==> src/rtl/mux_sched_pkg.sv <==
// ---------------------------------------------------------------------------
// mux_sched_pkg
// Shared definitions for the mux scheduler family: grant FSM state encoding,
// requester count / select width, and a one-hot encoder for a select index.
// No ports (package).
// ---------------------------------------------------------------------------
package mux_sched_pkg;

   localparam int NUM_REQ = 16;
   localparam int SEL_W   = 4;

   typedef enum logic [0:0] {
      IDLE  = 1'b0,
      GRANT = 1'b1
   } state_t;

   localparam logic [NUM_REQ-1:0] ONE_REQ = 16'h0001;

   // One-hot encoding of a select index: bit idx set, all others clear.
   function automatic logic [NUM_REQ-1:0] onehot16(input logic [SEL_W-1:0] idx);
      return ONE_REQ << idx;
   endfunction

endpackage

==> src/rtl/rr_pick16.sv <==
// ---------------------------------------------------------------------------
// rr_pick16
// Combinational rotating-priority finder. Returns the first set request bit
// found scanning upward from index ptr, wrapping 15 -> 0.
// Ports:
//   req [15:0] in  : request vector
//   ptr [3:0]  in  : index with highest priority this scan
//   any        out : at least one request bit set
//   idx [3:0]  out : winning index (0 when any is low)
// ---------------------------------------------------------------------------
module rr_pick16
   import mux_sched_pkg::*;
(
   input  logic [NUM_REQ-1:0] req,
   input  logic [SEL_W-1:0]   ptr,
   output logic               any,
   output logic [SEL_W-1:0]   idx
);

   logic [NUM_REQ-1:0] rot_s;
   logic [SEL_W-1:0]   off_s;

   // Rotate the request vector so that bit 0 corresponds to index ptr; the
   // 4-bit index addition wraps naturally modulo 16.
   always_comb begin
      rot_s = '0;
      for (int i = 0; i < NUM_REQ; i++) begin
         rot_s[i] = req[ptr + SEL_W'(i)];
      end
   end

   // Lowest set bit of the rotated vector is the distance from ptr to the
   // winner; scanning downward lets the lowest hit overwrite higher ones.
   always_comb begin
      off_s = 4'd0;
      for (int i = NUM_REQ - 1; i >= 0; i--) begin
         if (rot_s[i]) begin
            off_s = SEL_W'(i);
         end else begin
            off_s = off_s;
         end
      end
   end

   // Undo the rotation to get the absolute winner index.
   always_comb begin
      any = |req;
      if (any) begin
         idx = ptr + off_s;
      end else begin
         idx = 4'd0;
      end
   end

endmodule

==> src/rtl/mux16_rr_sched.sv <==
// ---------------------------------------------------------------------------
// mux16_rr_sched
// Round-robin scheduler owning the select of a 16:1 bit mux. One requester at
// a time is granted; the grant ends on request drop, a done pulse, or after
// MAX_HOLD cycles. At least one idle cycle separates consecutive grants.
// Ports:
//   clk            in  : clock, rising edge
//   rst            in  : synchronous active-high reset
//   en             in  : allow new grants to start
//   req [15:0]     in  : request vector
//   done           in  : owner's early-release pulse
//   sel [3:0]      out : registered mux select (current/last winner)
//   gnt_valid      out : grant active
//   gnt [15:0]     out : one-hot grant, zero when no grant is active
//   timeout        out : grant is being ended this cycle by the hold limit
// Parameters:
//   MAX_HOLD (1..255) maximum grant length; CNT_W with 2^CNT_W > MAX_HOLD.
// ---------------------------------------------------------------------------
module mux16_rr_sched #(
   parameter int MAX_HOLD = 8,
   parameter int CNT_W    = 8
) (
   input  logic        clk,
   input  logic        rst,
   input  logic        en,
   input  logic [15:0] req,
   input  logic        done,
   output logic [3:0]  sel,
   output logic        gnt_valid,
   output logic [15:0] gnt,
   output logic        timeout
);

   import mux_sched_pkg::*;

   state_t             state_r,     state_nxt_s;
   logic [SEL_W-1:0]   sel_r,       sel_nxt_s;
   logic               gv_r,        gv_nxt_s;
   logic [NUM_REQ-1:0] gnt_r,       gnt_nxt_s;
   logic [SEL_W-1:0]   ptr_r,       ptr_nxt_s;
   logic [CNT_W-1:0]   cnt_r,       cnt_nxt_s;

   logic               pick_any_s;
   logic [SEL_W-1:0]   pick_idx_s;
   logic               hold_last_s;
   logic               owner_req_s;
   logic               release_s;

   rr_pick16 u_pick (
      .req (req),
      .ptr (ptr_r),
      .any (pick_any_s),
      .idx (pick_idx_s)
   );

   // Release conditions for the active grant. hold_last_s marks the final
   // permitted cycle, so cnt never needs to reach MAX_HOLD.
   always_comb begin
      hold_last_s = (cnt_r == CNT_W'(MAX_HOLD - 1));
      owner_req_s = req[sel_r];
      release_s   = (!owner_req_s) || done || hold_last_s;
   end

   // Next-state and next-output logic of the grant FSM.
   always_comb begin
      state_nxt_s = state_r;
      sel_nxt_s   = sel_r;
      gv_nxt_s    = gv_r;
      gnt_nxt_s   = gnt_r;
      ptr_nxt_s   = ptr_r;
      cnt_nxt_s   = cnt_r;
      case (state_r)
         IDLE: begin
            if (en && pick_any_s) begin
               state_nxt_s = GRANT;
               sel_nxt_s   = pick_idx_s;
               gv_nxt_s    = 1'b1;
               gnt_nxt_s   = onehot16(pick_idx_s);
               cnt_nxt_s   = '0;
            end else begin
               state_nxt_s = IDLE;
            end
         end
         GRANT: begin
            if (release_s) begin
               // Pointer moves past the winner so it gets lowest priority next.
               state_nxt_s = IDLE;
               gv_nxt_s    = 1'b0;
               gnt_nxt_s   = '0;
               ptr_nxt_s   = sel_r + 4'd1;
               cnt_nxt_s   = '0;
            end else begin
               cnt_nxt_s   = cnt_r + CNT_W'(1);
            end
         end
         default: begin
            state_nxt_s = IDLE;
            gv_nxt_s    = 1'b0;
            gnt_nxt_s   = '0;
            cnt_nxt_s   = '0;
         end
      endcase
   end

   // State and output registers with synchronous reset.
   always_ff @(posedge clk) begin
      if (rst) begin
         state_r <= IDLE;
         sel_r   <= 4'd0;
         gv_r    <= 1'b0;
         gnt_r   <= 16'h0000;
         ptr_r   <= 4'd0;
         cnt_r   <= '0;
      end else begin
         state_r <= state_nxt_s;
         sel_r   <= sel_nxt_s;
         gv_r    <= gv_nxt_s;
         gnt_r   <= gnt_nxt_s;
         ptr_r   <= ptr_nxt_s;
         cnt_r   <= cnt_nxt_s;
      end
   end

   // timeout flags the release cycle itself, so it decodes registered state
   // with this cycle's req/done; a voluntary release suppresses it.
   always_comb begin
      if ((state_r == GRANT) && hold_last_s && owner_req_s && !done) begin
         timeout = 1'b1;
      end else begin
         timeout = 1'b0;
      end
   end

   assign sel       = sel_r;
   assign gnt_valid = gv_r;
   assign gnt       = gnt_r;

endmodule

==> config.mk <==
export PLATFORM = sky130hd
export DESIGN_NAME = mux16_rr_sched
export DESIGN_NICKNAME = d
export VERILOG_FILES = /design/src/rtl/mux_sched_pkg.sv /design/src/rtl/rr_pick16.sv /design/src/rtl/mux16_rr_sched.sv
export SDC_FILE = /design/constraint.sdc
export NUM_CORES = 1
export LEC_CHECK = 0
export CAP_MARGIN = 20
export CORE_ASPECT_RATIO = 0.8
export CORE_MARGIN = 4
export CORE_UTILIZATION = 27
export CTS_BUF_LIST = sky130_fd_sc_hd__clkbuf_4 sky130_fd_sc_hd__clkbuf_8
export CTS_CLUSTER_DIAMETER = 100
export DETAILED_ROUTE_END_ITERATION = 16
export PLACE_DENSITY_LB_ADDON = 0.05
export SLEW_MARGIN = 20
export SYNTH_ARGS = -nofsm -noshare
export SYNTH_HDL_FRONTEND = slang
export SYNTH_SLANG_ARGS = --single-unit
==> constraint.sdc <==
create_clock -name clk -period 5 [get_ports clk]
set_clock_uncertainty 0.15 [all_clocks]
set_input_delay 1.25 -clock clk [delete_from_list [all_inputs] [get_ports clk]]
set_output_delay 1.25 -clock clk [all_outputs]
set_load 0.01 [all_outputs]
==> out/summary.txt <==
Global-route total usage across every layer -> 13.6%
Slew at the pin closest to its max-slew limit -> 0.758 ns
Filler Cell Count -> 1,134
Mapped cell area -> 3110 sq um
Total negative setup slack -> 0 ns
Post-synth EDFFs -> 0
Total vias in the final route -> 2,613
Initial Util -> 28.1%
Horizontal extent of the die -> 128 um
Share of the clock period used by the worst path -> 96.8%
Crit path kind -> primary input to flip-flop
Clock slew at the register clock pins of the worst setup and hold paths -> 0.07 ns
Number of antenna violations at the first check in global routing -> 0
Hold Path Stages -> 1
Post-DR vias/cell -> 5.09
Depth of the worst register-to-register path -> 17
Die Y-Extent -> 104 um
Depth of the CTS H-tree -> 2
Worst EP required -> 5.03 ns
Avg Cell Area, Syn -> 11.1 sq um
# DRC -> 0
Combined buffer and inverter count along the critical path -> 3
Max Freq -> 207 MHz
Design Area, Final -> 4140 sq um
Run status -> finished, final reports clean
Kind of cell adding the most delay to the critical path -> multiplexers
Clock latency at the later pin of the worst-skew pair -> 0.30 ns
First-pass DRT Iterations -> 4
Last weighted congestion value of the routability-driven placer -> 0.841
Element type at the critical path end -> flip-flop
Minimum hold slack -> 0.319 ns
Total inserted antenna cells -> 0
FF-to-FF setup slack -> 0.60 ns
Leakage power -> 1.56 nW
Num CTS Buffers -> 5
Minimum clock period -> 4.84 ns
# hold bufs at CTS -> 0
Post-synth net total -> 314
Critical Path AT -> 4.87 ns
CP max-delay cell -> mux4_2
Number of setup violations in the final report -> 0
Synthesis-stage register bit count -> 34
Commonest non-fill, non-tap cell in the layout -> buf_4
Unrepaired setup endpoints after global routing -> true
Mapped Cells -> 281
Largest incremental delay on the critical path -> 0.53 ns
Logic depth of the worst setup path including buffers -> 16
Final-report hold violation count -> 0
Area post-placement -> 3980 sq um
Number of global-route vias before repair -> 2,673
Layout Area Growth over Synthesis -> 33.0%
Class of the worst hold path -> flip-flop to flip-flop
Routed WL -> 8700 um
Number of nets in the layout -> 401
Fraction of final layout cells sized beyond drive strength 1 -> 35.5%
Max cap viols -> 0
Crit-path cells -> clkdlybuf4s50_1 -> buf_4 -> mux4_2 -> mux4_2 -> nand2b_1 -> o21bai_1 -> a21o_1 -> a21oi_2 -> ha_1 -> a21o_1 -> a21oi_2 -> xor2_1 -> buf_4 -> nor2_2 -> mux2i_2 -> o2bb2ai_1
Pwr/cell area -> 292 nW/um^2
RR Startpoint -> ptr_r[1]$_SDFFE_PP0P_
CTS max path bufs -> 2
Syn. warnings -> 0
Detail Route Antenna Nets -> 0
Kind of start point of the critical path -> primary input
Critical path peak fanout -> 5
Relative slew margins -> 49.3%
Worst vdd rail ir drop -> 0.0986 mV
Most frequently used flop master after synthesis -> dfxtp_1
Register area share after synthesis -> 21.9%
Number of distinct library cell variants in the gate-level netlist after synthesis -> 61
Wire length per cell -> 17.0 um
Commonest cells after routing, fill and taps aside -> buf_4 (56), clkdlybuf4s50_1 (37), dfxtp_1 (34)
Proportion of register bits with asynchronous set or reset after synthesis -> 0%
Wire length of the first global-routing pass -> 14,500 um
Cell row count -> 34
Worst Hold Path EP -> gnt[5]$_SDFFE_PP0P_
Capture instance of the worst register-to-register path -> gnt[9]$_SDFFE_PP0P_
Clock tree from TritonCTS -> built
Largest net degree at the start of global routing -> 20
IO buf count -> 41
Area of the core region -> 11,100 sq um
DRC violation total after the first TritonRoute iteration -> 105
Library cell used as clock root buffer -> clkbuf_8
Number of slew-limit violations in the final report -> 0
Top-level port count -> 42
Total congestion overflow after global routing -> 0
CTS sink cnt -> 34
Die area -> 13,300 sq um
HPWL after DPL -> 6950 um
Critical hold path startpoint -> gnt[5]$_SDFFE_PP0P_
-- area by class of cell --
type                    instances  area, sq um  area share, %
clock buffers                   7         90.1           2.18
clock inverters                 1         5.00          0.121
inverters                       8         30.0          0.726
multi-input cells             222         2320           56.0
flip-flops and latches         34          681           16.4
well taps                     144          180           4.35
repair buffers                 97          837           20.2
-- report_power, final --
group          total, mW  switching (mW)  leakage, nW  internal [mW]
Combinational      0.669           0.316         1.23          0.353
Clock              0.226           0.109       0.0517          0.117
Sequential         0.312          0.0247        0.276          0.288
Total               1.21           0.450         1.56          0.757
-- cells by family (layout without fill, tap and decap cells) --
group                    count (synthesis)  count (layout)  synth area share (%)
AND/OR/NAND/NOR                         75              75                  13.8
AO/OA/AOI/OAI                           60              60                  14.8
multiplexers                            60              60                  33.9
flip-flops                              34              34                  21.9
buffers and inverters                   25             113                  5.67
XOR/XNOR                                14              14                  4.42
adder cells (fa/ha/maj)                 13              13                  5.47
-- flip-flops by register name, indices dropped and copies added (netlist names) --
register   cells
gnt_valid      1
sel            4
ptr_r          4
cnt_r          8
state_r        1
gnt           16
-- per-layer routing --
layer | GRT usage, % | vias up | wire length (um)
met3 | 3.64 | 10 | 501
li1 | - | 1272 | -
met5 | 0 | - | 0
met4 | 1.97 | 0 | 61
met1 | 21.2 | 1266 | 4490
met2 | 18.9 | 65 | 3650
-- cells in the mapped netlist (all sizes together) (2+ instances only) --
library cell  count  area (sq um)
a211oi            5          37.5
a21boi            2          15.0
a21o              2          15.0
a21oi            13          68.8
a22o              8          70.1
a311oi            4          41.3
and2              2          12.5
buf              11           118
clkbuf            5          18.8
dfxtp            34           681
ha               12           150
inv               7          26.3
mux2              5          56.3
mux2i            22           233
mux4             33           766
nand2            15          58.8
nand2b            5          31.3
nand3             5          25.0
nor2             23          88.8
nor2b             2          12.5
nor3              4          20.0
nor4              6          37.5
nor4b             4          65.1
o21ai             7          35.0
o21bai            3          22.5
o2bb2ai           8          70.1
or2               2          15.0
or4b              2          20.0
xnor2             6          52.6
xor2              8          85.1
-- stage by stage --
| stage | total power, mW | std cells | utilization, % | worst slack, ns |
|---|---|---|---|---|
| after floorplan | 0.725 | 281 | - | 0.315 |
| after global placement | 0.965 | 505 | 36.0 | -0.332 |
| after detailed placement | 0.964 | 505 | 36.0 | -0.380 |
| after CTS | 1.20 | 513 | 36.7 | 0.00523 |
| after global routing | 1.31 | 513 | 37.4 | -0.0135 |
| final | 1.21 | 513 | 37.4 | 0.162 |
-- how the worst max path moves through the flow --
stage | from | endpoint
final | req[3] | gnt[9]$_SDFFE_PP0P_
after global routing | req[2] | gnt[13]$_SDFFE_PP0P_
after CTS | req[4] | gnt[1]$_SDFFE_PP0P_
after detailed placement | req[0] | gnt[1]$_SDFFE_PP0P_
after global placement | req[10] | gnt[1]$_SDFFE_PP0P_
after floorplan | ptr_r[1]$_SDFFE_PP0P_ | gnt[1]$_SDFFE_PP0P_
-- repair_timing --
item / 4_1_cts / 5_1_grt
setup endpoints to repair: 5 / 17
gates resized for setup: 4 / 22
setup buffers: 0 / 0
pin swaps: 1 / 1
No activity file was read; power rests on OpenSTA's default activity.
